==> src/rtl/ofm_writeback_pkg.sv <==
// ofm_writeback_pkg: shared widths, FSM encodings and the requantisation helper.
package ofm_writeback_pkg;
    localparam int IN_W       = 25;
    localparam int PACK       = 8;
    localparam int OUT_W      = 8 * PACK;
    localparam int FIFO_DEPTH = 4;
    localparam int FIFO_AW    = 2;
    localparam int QNT_W      = 26;

    localparam logic [1:0] S_IDLE  = 2'd0;
    localparam logic [1:0] S_RUN   = 2'd1;
    localparam logic [1:0] S_FLUSH = 2'd2;
    localparam logic [1:0] S_DONE  = 2'd3;

    // Round half up, arithmetic shift, then saturate to the selected int8/uint8 range.
    function automatic logic [7:0] quant(input logic signed [IN_W-1:0] s, input logic [4:0] sh,
                                         input logic relu);
        logic signed [QNT_W-1:0] x, rnd, y;
        x   = s;
        rnd = (sh != 5'd0) ? QNT_W'(1) << (sh - 5'd1) : '0;
        y   = (x + rnd) >>> sh;
        return relu ? (y < 0 ? 8'h00 : y > 255 ? 8'hFF : y[7:0])
                    : (y < -128 ? 8'h80 : y > 127 ? 8'h7F : y[7:0]);
    endfunction
endpackage

==> src/rtl/ofm_writeback_if.sv <==
// ofm_writeback_if: valid/ready word port towards the memory write master.
interface ofm_writeback_if import ofm_writeback_pkg::*; ();
    logic [OUT_W-1:0] data;
    logic             lane;
    logic             valid;
    logic             ready;

    modport master (output data, lane, valid, input ready);
    modport slave  (input data, lane, valid, output ready);
endinterface

==> src/rtl/ofm_writeback_fifo.sv <==
// ofm_writeback_fifo: first-word fall-through word FIFO; pushes into a full FIFO are dropped.
module ofm_writeback_fifo import ofm_writeback_pkg::*; (
    input  logic             clk,
    input  logic             rst_n,
    input  logic             clr,
    input  logic             push,
    input  logic             pop,
    input  logic [OUT_W-1:0] din,
    output logic [OUT_W-1:0] dout,
    output logic             full,
    output logic             empty
);
    localparam int CW = FIFO_AW + 1;

    logic [OUT_W-1:0]   mem [FIFO_DEPTH];
    logic [FIFO_AW-1:0] wp, rp;
    logic [CW-1:0]      cnt;
    logic               wr, rd;

    assign full  = cnt == CW'(FIFO_DEPTH);
    assign empty = cnt == '0;
    assign wr    = push && !full;
    assign rd    = pop && !empty;
    assign dout  = mem[rp];

    always_ff @(posedge clk or negedge rst_n) begin
        if (!rst_n) begin
            wp  <= '0;
            rp  <= '0;
            cnt <= '0;
        end else begin
            wp  <= clr ? '0 : wp + FIFO_AW'(wr);
            rp  <= clr ? '0 : rp + FIFO_AW'(rd);
            cnt <= clr ? '0 : cnt + CW'(wr) - CW'(rd);
        end
    end

    always_ff @(posedge clk)
        if (wr) mem[wp] <= din;
endmodule

==> src/rtl/ofm_writeback.sv <==
// ofm_writeback: requantises both CONV_ACC OFM lanes to int8, packs 8 bytes per word and
// drains the per-lane FIFOs over one valid/ready port; CONV_ACC is never stalled.
module ofm_writeback import ofm_writeback_pkg::*; (
    input  logic            clk,
    input  logic            rst_n,
    input  logic            start_conv,
    input  logic            end_conv,
    input  logic [4:0]      cfg_shift,
    input  logic            cfg_relu,
    input  logic [IN_W-1:0] ofm_port0,
    input  logic [IN_W-1:0] ofm_port1,
    input  logic            ofm_port0_v,
    input  logic            ofm_port1_v,
    ofm_writeback_if.master wb,
    output logic            overflow,
    output logic            done
);
    logic [1:0]                 state, fcnt;
    logic                       flushed, flush_now, run;
    logic [1:0]                 in_v, q_v, push, pop, full, empty;
    logic [1:0][IN_W-1:0]       in_s;
    logic [1:0][7:0]            q_b;
    logic [1:0][2:0]            cnt;
    logic [1:0][OUT_W-1:0]      pbuf, nxt, dout;
    logic                       sel, ptr, lock_v, lock_lane, valid;

    assign run       = state == S_RUN || state == S_FLUSH;
    assign flush_now = state == S_FLUSH && fcnt == 2'd2 && !flushed;
    assign done      = state == S_DONE;

    // Capture register isolates CONV_ACC timing; quant runs on the captured sample.
    always_ff @(posedge clk) begin
        in_s <= {ofm_port1, ofm_port0};
        q_b  <= {quant(in_s[1], cfg_shift, cfg_relu), quant(in_s[0], cfg_shift, cfg_relu)};
    end

    always_comb begin
        nxt  = pbuf;
        push = '0;
        for (int l = 0; l < 2; l++) begin
            if (q_v[l]) nxt[l][{cnt[l], 3'b000} +: 8] = q_b[l];
            push[l] = (q_v[l] && cnt[l] == 3'd7) || (flush_now && (cnt[l] != 3'd0 || q_v[l]));
        end
    end

    always_ff @(posedge clk or negedge rst_n) begin
        if (!rst_n) begin
            state     <= S_IDLE;
            fcnt      <= '0;
            flushed   <= 1'b0;
            in_v      <= '0;
            q_v       <= '0;
            cnt       <= '0;
            pbuf      <= '0;
            overflow  <= 1'b0;
            ptr       <= 1'b0;
            lock_v    <= 1'b0;
            lock_lane <= 1'b0;
        end else begin
            state     <= start_conv ? S_RUN
                       : (state == S_RUN && end_conv) ? S_FLUSH
                       : (state == S_FLUSH && flushed && &empty) ? S_DONE : state;
            fcnt      <= start_conv ? 2'd0 : (state == S_FLUSH && fcnt != 2'd2) ? fcnt + 2'd1 : fcnt;
            flushed   <= !start_conv && (flushed || flush_now);
            in_v      <= start_conv ? 2'b00 : {ofm_port1_v, ofm_port0_v} & {2{run}};
            q_v       <= start_conv ? 2'b00 : in_v;
            overflow  <= !start_conv && (overflow || |(push & full));
            ptr       <= start_conv ? 1'b0 : (valid && wb.ready) ? !sel : ptr;
            lock_v    <= !start_conv && valid && !wb.ready;
            lock_lane <= !start_conv && sel;
            for (int l = 0; l < 2; l++) begin
                cnt[l]  <= (start_conv || push[l]) ? 3'd0 : q_v[l] ? cnt[l] + 3'd1 : cnt[l];
                pbuf[l] <= (start_conv || push[l]) ? '0 : nxt[l];
            end
        end
    end

    for (genvar g = 0; g < 2; g++) begin : g_lane
        ofm_writeback_fifo u_fifo (
            .clk   (clk),
            .rst_n (rst_n),
            .clr   (start_conv),
            .push  (push[g]),
            .pop   (pop[g]),
            .din   (nxt[g]),
            .dout  (dout[g]),
            .full  (full[g]),
            .empty (empty[g])
        );
    end

    // A stalled word keeps its lane locked so data/lane cannot change under the master.
    assign valid    = !(&empty);
    assign sel      = lock_v ? lock_lane : empty[0] ? 1'b1 : empty[1] ? 1'b0 : ptr;
    assign pop      = {2{valid && wb.ready}} & {sel, !sel};
    assign wb.valid = valid;
    assign wb.lane  = valid && sel;
    assign wb.data  = valid ? dout[sel] : '0;
endmodule

==> src/flat_wrapper.sv <==
// flat-port wrapper written by rule: the top's interface ports become plain ports
module ofm_writeback_flat import ofm_writeback_pkg::*;
  (clk, rst_n, start_conv, end_conv, cfg_shift, cfg_relu, ofm_port0, ofm_port1, ofm_port0_v, ofm_port1_v, overflow, done, wb_data, wb_lane, wb_valid, wb_ready);
  ofm_writeback_if wb_i ();
  input  logic clk;
  input  logic rst_n;
  input  logic start_conv;
  input  logic end_conv;
  input  logic [4:0] cfg_shift;
  input  logic cfg_relu;
  input  logic [IN_W-1:0] ofm_port0;
  input  logic [IN_W-1:0] ofm_port1;
  input  logic ofm_port0_v;
  input  logic ofm_port1_v;
  output logic overflow;
  output logic done;
  output wire logic [$bits(wb_i.data)-1:0] wb_data;
  output wire logic [$bits(wb_i.lane)-1:0] wb_lane;
  output wire logic [$bits(wb_i.valid)-1:0] wb_valid;
  input wire logic [$bits(wb_i.ready)-1:0] wb_ready;
  assign wb_data = wb_i.data;
  assign wb_lane = wb_i.lane;
  assign wb_valid = wb_i.valid;
  assign wb_i.ready = wb_ready;
  ofm_writeback u_core (.clk(clk), .rst_n(rst_n), .start_conv(start_conv), .end_conv(end_conv), .cfg_shift(cfg_shift), .cfg_relu(cfg_relu), .ofm_port0(ofm_port0), .ofm_port1(ofm_port1), .ofm_port0_v(ofm_port0_v), .ofm_port1_v(ofm_port1_v), .wb(wb_i), .overflow(overflow), .done(done));
endmodule
==> config.mk <==
export PLATFORM = sky130hd
export DESIGN_NAME = ofm_writeback_flat
export DESIGN_NICKNAME = d
export VERILOG_FILES = /design/src/rtl/ofm_writeback_pkg.sv /design/src/rtl/ofm_writeback_if.sv /design/src/rtl/ofm_writeback_fifo.sv /design/src/rtl/ofm_writeback.sv /design/src/flat_wrapper.sv
export SDC_FILE = /design/constraint.sdc
export NUM_CORES = 1
export LEC_CHECK = 0
export BUFFER_PORTS_ARGS = -buffer_cell sky130_fd_sc_hd__buf_2
export CELL_PAD_IN_SITES_DETAIL_PLACEMENT = 0
export CELL_PAD_IN_SITES_GLOBAL_PLACEMENT = 1
export CORE_AREA = 5 5 280 282
export DETAILED_ROUTE_END_ITERATION = 8
export DIE_AREA = 0 0 285 287
export PLACE_DENSITY_LB_ADDON = 0.1
export SLEW_MARGIN = 20
export SYNTH_ARGS = -nofsm -noshare
export SYNTH_HDL_FRONTEND = slang
export SYNTH_HIERARCHICAL = 1
export SYNTH_SLANG_ARGS = --single-unit
export TNS_END_PERCENT = 1
==> constraint.sdc <==
create_clock -name clk -period 16.8 [get_ports clk]
set_input_delay 1.68 -clock clk [delete_from_list [all_inputs] [get_ports clk]]
set_output_delay 1.68 -clock clk [all_outputs]
set_load 0.01 [all_outputs]
# Word-level counts from Yosys, hierarchy flattened
# Memory sizes are Yosys's and may differ from the RTL's.
# Index checks and enable logic that the tools add are counted.
[classes]
n_bitwise = 3
n_mux = 46
n_eq_ne = 9
reduce_logical = 51
shift = 7
multipliers = 0
order_cmp = 9
n_addsub = 16
div_mod_pow = 0
[op_table]
columns = ["operator", "count"]
rows = [
  ["$mux 64", 7],
  ["$bwmux 64", 2],
  ["$shift 8x8->64 const A", 2],
  ["$shiftx 8x8->64", 2],
  ["$mux 8", 10],
  ["$add 25x26->26", 2],
  ["$gt 26x8->1 const B", 2],
  ["$gt 26x9->1 const B", 2],
  ["$lt 26x1->1 const B", 2],
  ["$lt 26x8->1 const B", 2],
  ["$sshr 26x5->26", 2],
  ["$mux 26", 1],
  ["$shl 1x5->26 const A", 1],
  ["$mux 2", 11],
  ["$logic_and 1x1->1", 21],
  ["$mux 3", 6],
  ["$neg 6->8", 2],
  ["$eq 3x3->1 const B", 4],
  ["$logic_not 1->1", 9],
  ["$logic_or 1x1->1", 9],
  ["$mux 1", 9],
  ["$reduce_bool 3->1", 3],
  ["$add 2x1->2", 4],
  ["$reduce_bool 2->1", 4],
  ["other kinds (14)", 22],
]
[totals]
n_memories = 2
word_cells = 166
out_inout_bits = 68
romBits = 0
in_bits = 63
ramBits = 512
reg_bits = 227
latch_bits = 0
[mem_list]
columns = ["name", "depth", "word_bits", "read_ports", "rd_ports_with_merged_regs", "wr", "line_no", "source"]
rows = [
  ["u_core.g_lane[0].u_fifo.mem", 4, 64, 1, 0, 1, "ofm_writeback_fifo.sv:15", "logic [OUT_W-1:0] mem [FIFO_DEPTH];"],
  ["u_core.g_lane[1].u_fifo.mem", 4, 64, 1, 0, 1, "ofm_writeback_fifo.sv:15", ""],
]

# Depth between registers and ports, before layout
[logic_depth]
ltp_word = 9
depth_mapped = 23
ltp_nobuf = 17

# By module
# Netlist, hierarchy kept.
[by_module_without_submodules]
columns = ["mod", "area_per_inst_um2", "cells_each", "instances", "seq_area_each_um2"]
rows = [
  ["ofm_writeback_fifo", 9711.8, 367, 2, 7862.5],
  ["ofm_writeback", 17936.0, 2253, 1, 4999.8],
]

# Worst setup path before layout
# OpenSTA, ideal clock, no wires.
[synth_timing]
path_kind = "register to register"
startpoint = "reg u_core/cnt[0] in the netlist's numbering"
endpoint = "mem u_core/g_lane[0].u_fifo/mem[0][0] in the netlist's numbering (enable)"
setup_ns = 0.666
synth_period_minus_slack_ns = 9.073
arrival_ns = 8.407
n_path_buf = 1
stages_incl_launch_ff = 8
setup_slack_ns = 7.727
required_ns = 16.134
cell_sequence = "dfrtp_1 clkbuf_1 inv_1 ha_1 ha_1 nor2b_1 o21ai_0 nor4b_1"
[synth_via]
elab_chain_len = 7
[synth_lines]
columns = ["item", "line_no", "source"]
rows = [
  ["start: declaration", "ofm_writeback.sv:23", "logic [1:0][2:0] cnt;"],
  ["start signal: indexed assignment", "ofm_writeback.sv:72", "cnt[l] <= (start_conv || push[l]) ? 3'd0 : q_v[l] ? cnt[l] + 3'd1 : cnt[l];"],
  ["$reduce_bool 3->1", "ofm_writeback.sv:42", "push[l] = (q_v[l] && cnt[l] == 3'd7) || (flush_now && (cnt[l] != 3'd0 || q_v[l]));"],
  ["$logic_or 1x1->1", "ofm_writeback.sv:42", ""],
  ["$logic_and 1x1->1", "ofm_writeback.sv:42", ""],
  ["$logic_or 1x1->1 *", "ofm_writeback.sv:42", ""],
  ["named net u_core.push[0]", "ofm_writeback.sv:20", "logic [1:0] in_v, q_v, push, pop, full, empty;"],
  ["$logic_and 1x1->1 *", "ofm_writeback_fifo.sv:22", "assign wr = push && !full;"],
  ["$mux 1 *", "ofm_writeback_fifo.sv:39", "if (wr) mem[wp] <= din;"],
  ["$mux 1 (implied by the code) *", "ofm_writeback_fifo.sv:39", ""],
  ["end: declaration", "ofm_writeback_fifo.sv:15", ""],
]
# Mark *: on every way through the listed nets, which the timed path passes. The rest lies on a longest branch.

# Worst setup path after layout
[layout_timing]
startpoint = "in cfg_shift[2]"
endpoint = "reg u_core/q_b[12] in the netlist's numbering"
[layout_via]
elab_chain_len = 9
[layout_lines]
columns = ["item", "line_no", "source"]
rows = [
  ["start: declaration", "flat_wrapper.sv:9", "input logic [4:0] cfg_shift;"],
  ["$sub 5x1->5", "ofm_writeback_pkg.sv:20", "rnd = (sh != 5'd0) ? QNT_W'(1) << (sh - 5'd1) : '0;"],
  ["$shl 1x5->26", "ofm_writeback_pkg.sv:20", ""],
  ["$mux 26", "ofm_writeback_pkg.sv:20", ""],
  ["$add 25x26->26", "ofm_writeback_pkg.sv:21", "y = (x + rnd) >>> sh;"],
  ["$sshr 26x5->26 *", "ofm_writeback_pkg.sv:21", ""],
  ["$gt 26x8->1 or $gt 26x9->1 (tied branches)", "ofm_writeback_pkg.sv:23, ofm_writeback_pkg.sv:22", ""],
  ["$mux 8, on equally long branches (2 in series)", "ofm_writeback_pkg.sv:23, ofm_writeback_pkg.sv:22", ""],
  ["$mux 8 *", "ofm_writeback_pkg.sv:22", "return relu ? (y < 0 ? 8'h00 : y > 255 ? 8'hFF : y[7:0])"],
  ["end signal: assignment", "ofm_writeback.sv:34", "q_b <= {quant(in_s[1], cfg_shift, cfg_relu), quant(in_s[0], cfg_shift, cfg_relu)};"],
  ["end: declaration", "ofm_writeback.sv:22", "logic [1:0][7:0] q_b;"],
]
# Every way passes the cells marked *; elsewhere a longest branch is shown, timed or not.
# A chain may end at the register's enable or synchronous reset.

==> impl_metrics.toml <==
[status]
outcome = "finished, final reports clean"

[logic_synthesis]
synth-edff-count = 512
syn_inst = 2987
synth_warnings = 6
yosys-top-cells-area = "edfxtp_1 (41%), dfrtp_1 (11%), mux4_2 (7.8%)"
syn-num-nets = 3110
synth-async-reset-ratio = 0.2179
synthTopCellsByCount = "edfxtp_1 (512), nand2_1 (325), dfrtp_1 (161)"
synth_most_common_cell = "edfxtp_1"
synth_ff_type = "edfxtp_1"
ys_seq_area_frac = 0.5547
yosysTopAreaCell = "edfxtp_1"
ys_types = 119
yosys_register_bits = 739
synth_area_um2 = 37360
avgSynthCellArea_um2 = 12.51
synth_top_area_frac = 0.4115

[hold_path]
min_path_type = "register to register"

[detailed_routing]
drt_first_pass_iters = 6
vias_per_cell = 6.328
ant_nets = 0
vias = 25925
drt_iter0_drc = 2320
wirelength_mm = 119.5
routedWlPerCell_um = 29.16
drc = 0

[final_layout]
fillCellCount = 6427
final_nets = 3177
seq_area_um2 = 20730
diodes = 0
final_core_util = 0.5476
synthToLayoutAreaGrowth_pct = 10.59
drive_above_1_share = 0.1959
multi_input_area_um2 = 15540

[pwr]
p_comb_frac = 0.078
p_seq_frac = 0.496
p_clk_frac = 0.426
power_switching_uw = 979.8
p_per_area_nw_per_um2 = 96.41
p_sw_frac = 0.2460
power_leakage_uw = 0.01561
p_int_uw = 3003
peakVddDrop_uv = 89.14

[cts]
cts_hold_buf = 0
clkSinkCount = 739
htreeDepth = 3
numCtsBuffers = 77
cts_tree = "built"
clock_path_buffers = 3
ctsResizeCount = 0
root_buffer = "clkbuf_16"
path_clk_slew_ns = 0.06
insertion_delay_ns = 0.65
postCtsSetupBuffers = 0

[worst_setup_path]
setup.worst_path.class = "input pin to register"
required_ns = 17.26
cp.buffers_inverters = 2
cp-end-kind = "register"
crit_fanout = 50
crit_chain = "buf_2 -> buf_4 -> nand3b_1 -> nor2_1 -> ha_1 -> and2_1 -> a31o_2 -> a221oi_2 -> o211a_1 -> a211oi_1 -> a2111oi_0 -> and4_1 -> nand2_1 -> a32o_1 -> nor4_1 -> nor2_1 -> o31ai_2 -> o21ai_1"
crit_slowest_cell = "a2111oi_0"
slowest_delay_ns = 0.97
cp_data_arrival_time_ns = 8.98
crit_path_frequent_cell = "nor2_1"
cp_top_family = "compound AO/OA/AOI/OAI gates"
cp-start-kind = "input pin"

[global_routing]
grt_max_degree = 95
grt_overflow = 0
grt_pass1_wl_mm = 175.4
grt_usage = 0.2881
grt_pass1_vias = 26133
antenna_found_initial = 3

[timing]
skew_ns = 0.05485
slew_headroom = 0.1930
final_max_slew_viol_count = 0
fin_hold_ws_ns = 0.5321
tns_ns = 0
tightest_slew_ns = 1.199
hold_violations = 0
fin_crit_sh = 0.5074
final-setup-viol-count = 0
rsz0062_at_grt = "no"
fmax_ghz = 0.1173
fin_crit_ns = 8.524

[job]
max_cap_violations = 0

[floorplanning]
start_util = 0.4952
die_h_um = 287
die_w_um = 285
core_um2 = 75440
pin_count = 131
fp.dieArea_um2 = 81800
placementRows = 101

[placed_design]
port_buffers = 130
dp_hpwl_mm = 83.21
place_congestion = 0.9941
worst register-to-register path: cells and delay by family (launching register included):
family                     cells  cell delay [ns]
AOI/OAI and AO/OA              8             2.59
and+or+nand+nor                5             1.93
DFF                            1             0.33
adders and majority gates      1             0.28
final timing paths:
check | from | slack [ns] | depth (start not counted) | end
max reg2reg | u_core/in_s[26] | 11.50 | 14 | u_core/q_b[12]
max in group asynchronous | rst_n | 14.03 | 2 | u_core/pbuf[115]
max | cfg_shift[2] | 8.28 | 18 | u_core/q_b[12]
min in group asynchronous | rst_n | 1.16 | 1 | u_core/pbuf[54]
min | u_core/overflow | 0.53 | 2 | u_core/overflow
min reg2reg | u_core/overflow | 0.53 | 2 | u_core/overflow
layout make-up:
type / count / area share
sequential: 739 / 0.5019
tap: 978 / 0.02962
clock inverter: 46 / 0.01217
multi-input combinational: 2004 / 0.3762
clock buffer: 98 / 0.05009
timing repair buffer: 183 / 0.02562
inverter: 49 / 0.004452
power by group through the flow:
stage               combinational (µW)  clock (µW)  sequential [µW]
floorplan                          200           0             1990
global placement                   304           0             2010
detailed placement                 303           0             2010
CTS                                305        1740             1980
global route                       330        1820             1980
finish                             309        1700             1980
through the flow:
stage / worst slack (ns) / instances / instance area [µm²] / total power, µW
finish: 8.276 / 4097 / 41310 / 3983
detailed placement: 8.007 / 3953 / 38740 / 2317
global placement: 8.018 / 3953 / 38740 / 2317
floorplan: 7.727 / 2987 / 37360 / 2193
global route: 7.976 / 4097 / 41310 / 4122
CTS: 8.576 / 4097 / 41310 / 4017
routing by layer:
| layer | part of all wire | track usage | vias to the layer above |
|---|---|---|---|
| li1 | - | - | 11589 |
| met3 | 0.059 | 0.04917 | 236 |
| met2 | 0.50 | 0.4949 | 994 |
| met4 | 0.057 | 0.1420 | 2 |
| met5 | 0.000059 | 0 | - |
| met1 | 0.39 | 0.3552 | 13104 |
state kept, by name, indices dropped and copies added (netlist names):
name                      cells
u_core/flushed                1
u_core/q_v                    2
u_core/in_s                  50
u_core/lock_v                 1
u_core/q_b                   16
u_core/g_lane.u_fifo/cnt      6
u_core/g_lane.u_fifo/mem    512
u_core/state                  2
u_core/ptr                    1
u_core/overflow               1
u_core/g_lane.u_fifo/wp       4
u_core/lock_lane              1
u_core/pbuf                 128
u_core/in_v                   2
u_core/fcnt                   2
u_core/g_lane.u_fifo/rp       4
u_core/cnt                    6
cell usage in the layout, fill, tap and decap left out, types with 48 or more instances in the layout:
cell type    n
nor3_1      74
mux4_2     129
ha_1        56
inv_1       48
nand2_1    325
o21ai_0    130
clkbuf_16   80
buf_4       52
a21oi_1    156
mux2_2      92
nor2b_1    145
nor2_1     149
edfxtp_1   512
dfrtp_1    157
dfxtp_1     66
buf_2      129
logic make-up (layout without fill, tap and decap cells):
group,after synthesis,count (layout),share of synthesized area
DFF,739,739,0.5547
and+or+nand+nor,938,938,0.1275
xor gates and xnor gates,61,61,0.01561
buffers and inverters,244,376,0.03208
AOI/OAI and AO/OA,679,679,0.1280
muxes,261,261,0.1198
adders and majority gates,65,65,0.02224
Note: power is estimated with default switching activity, not from simulation.
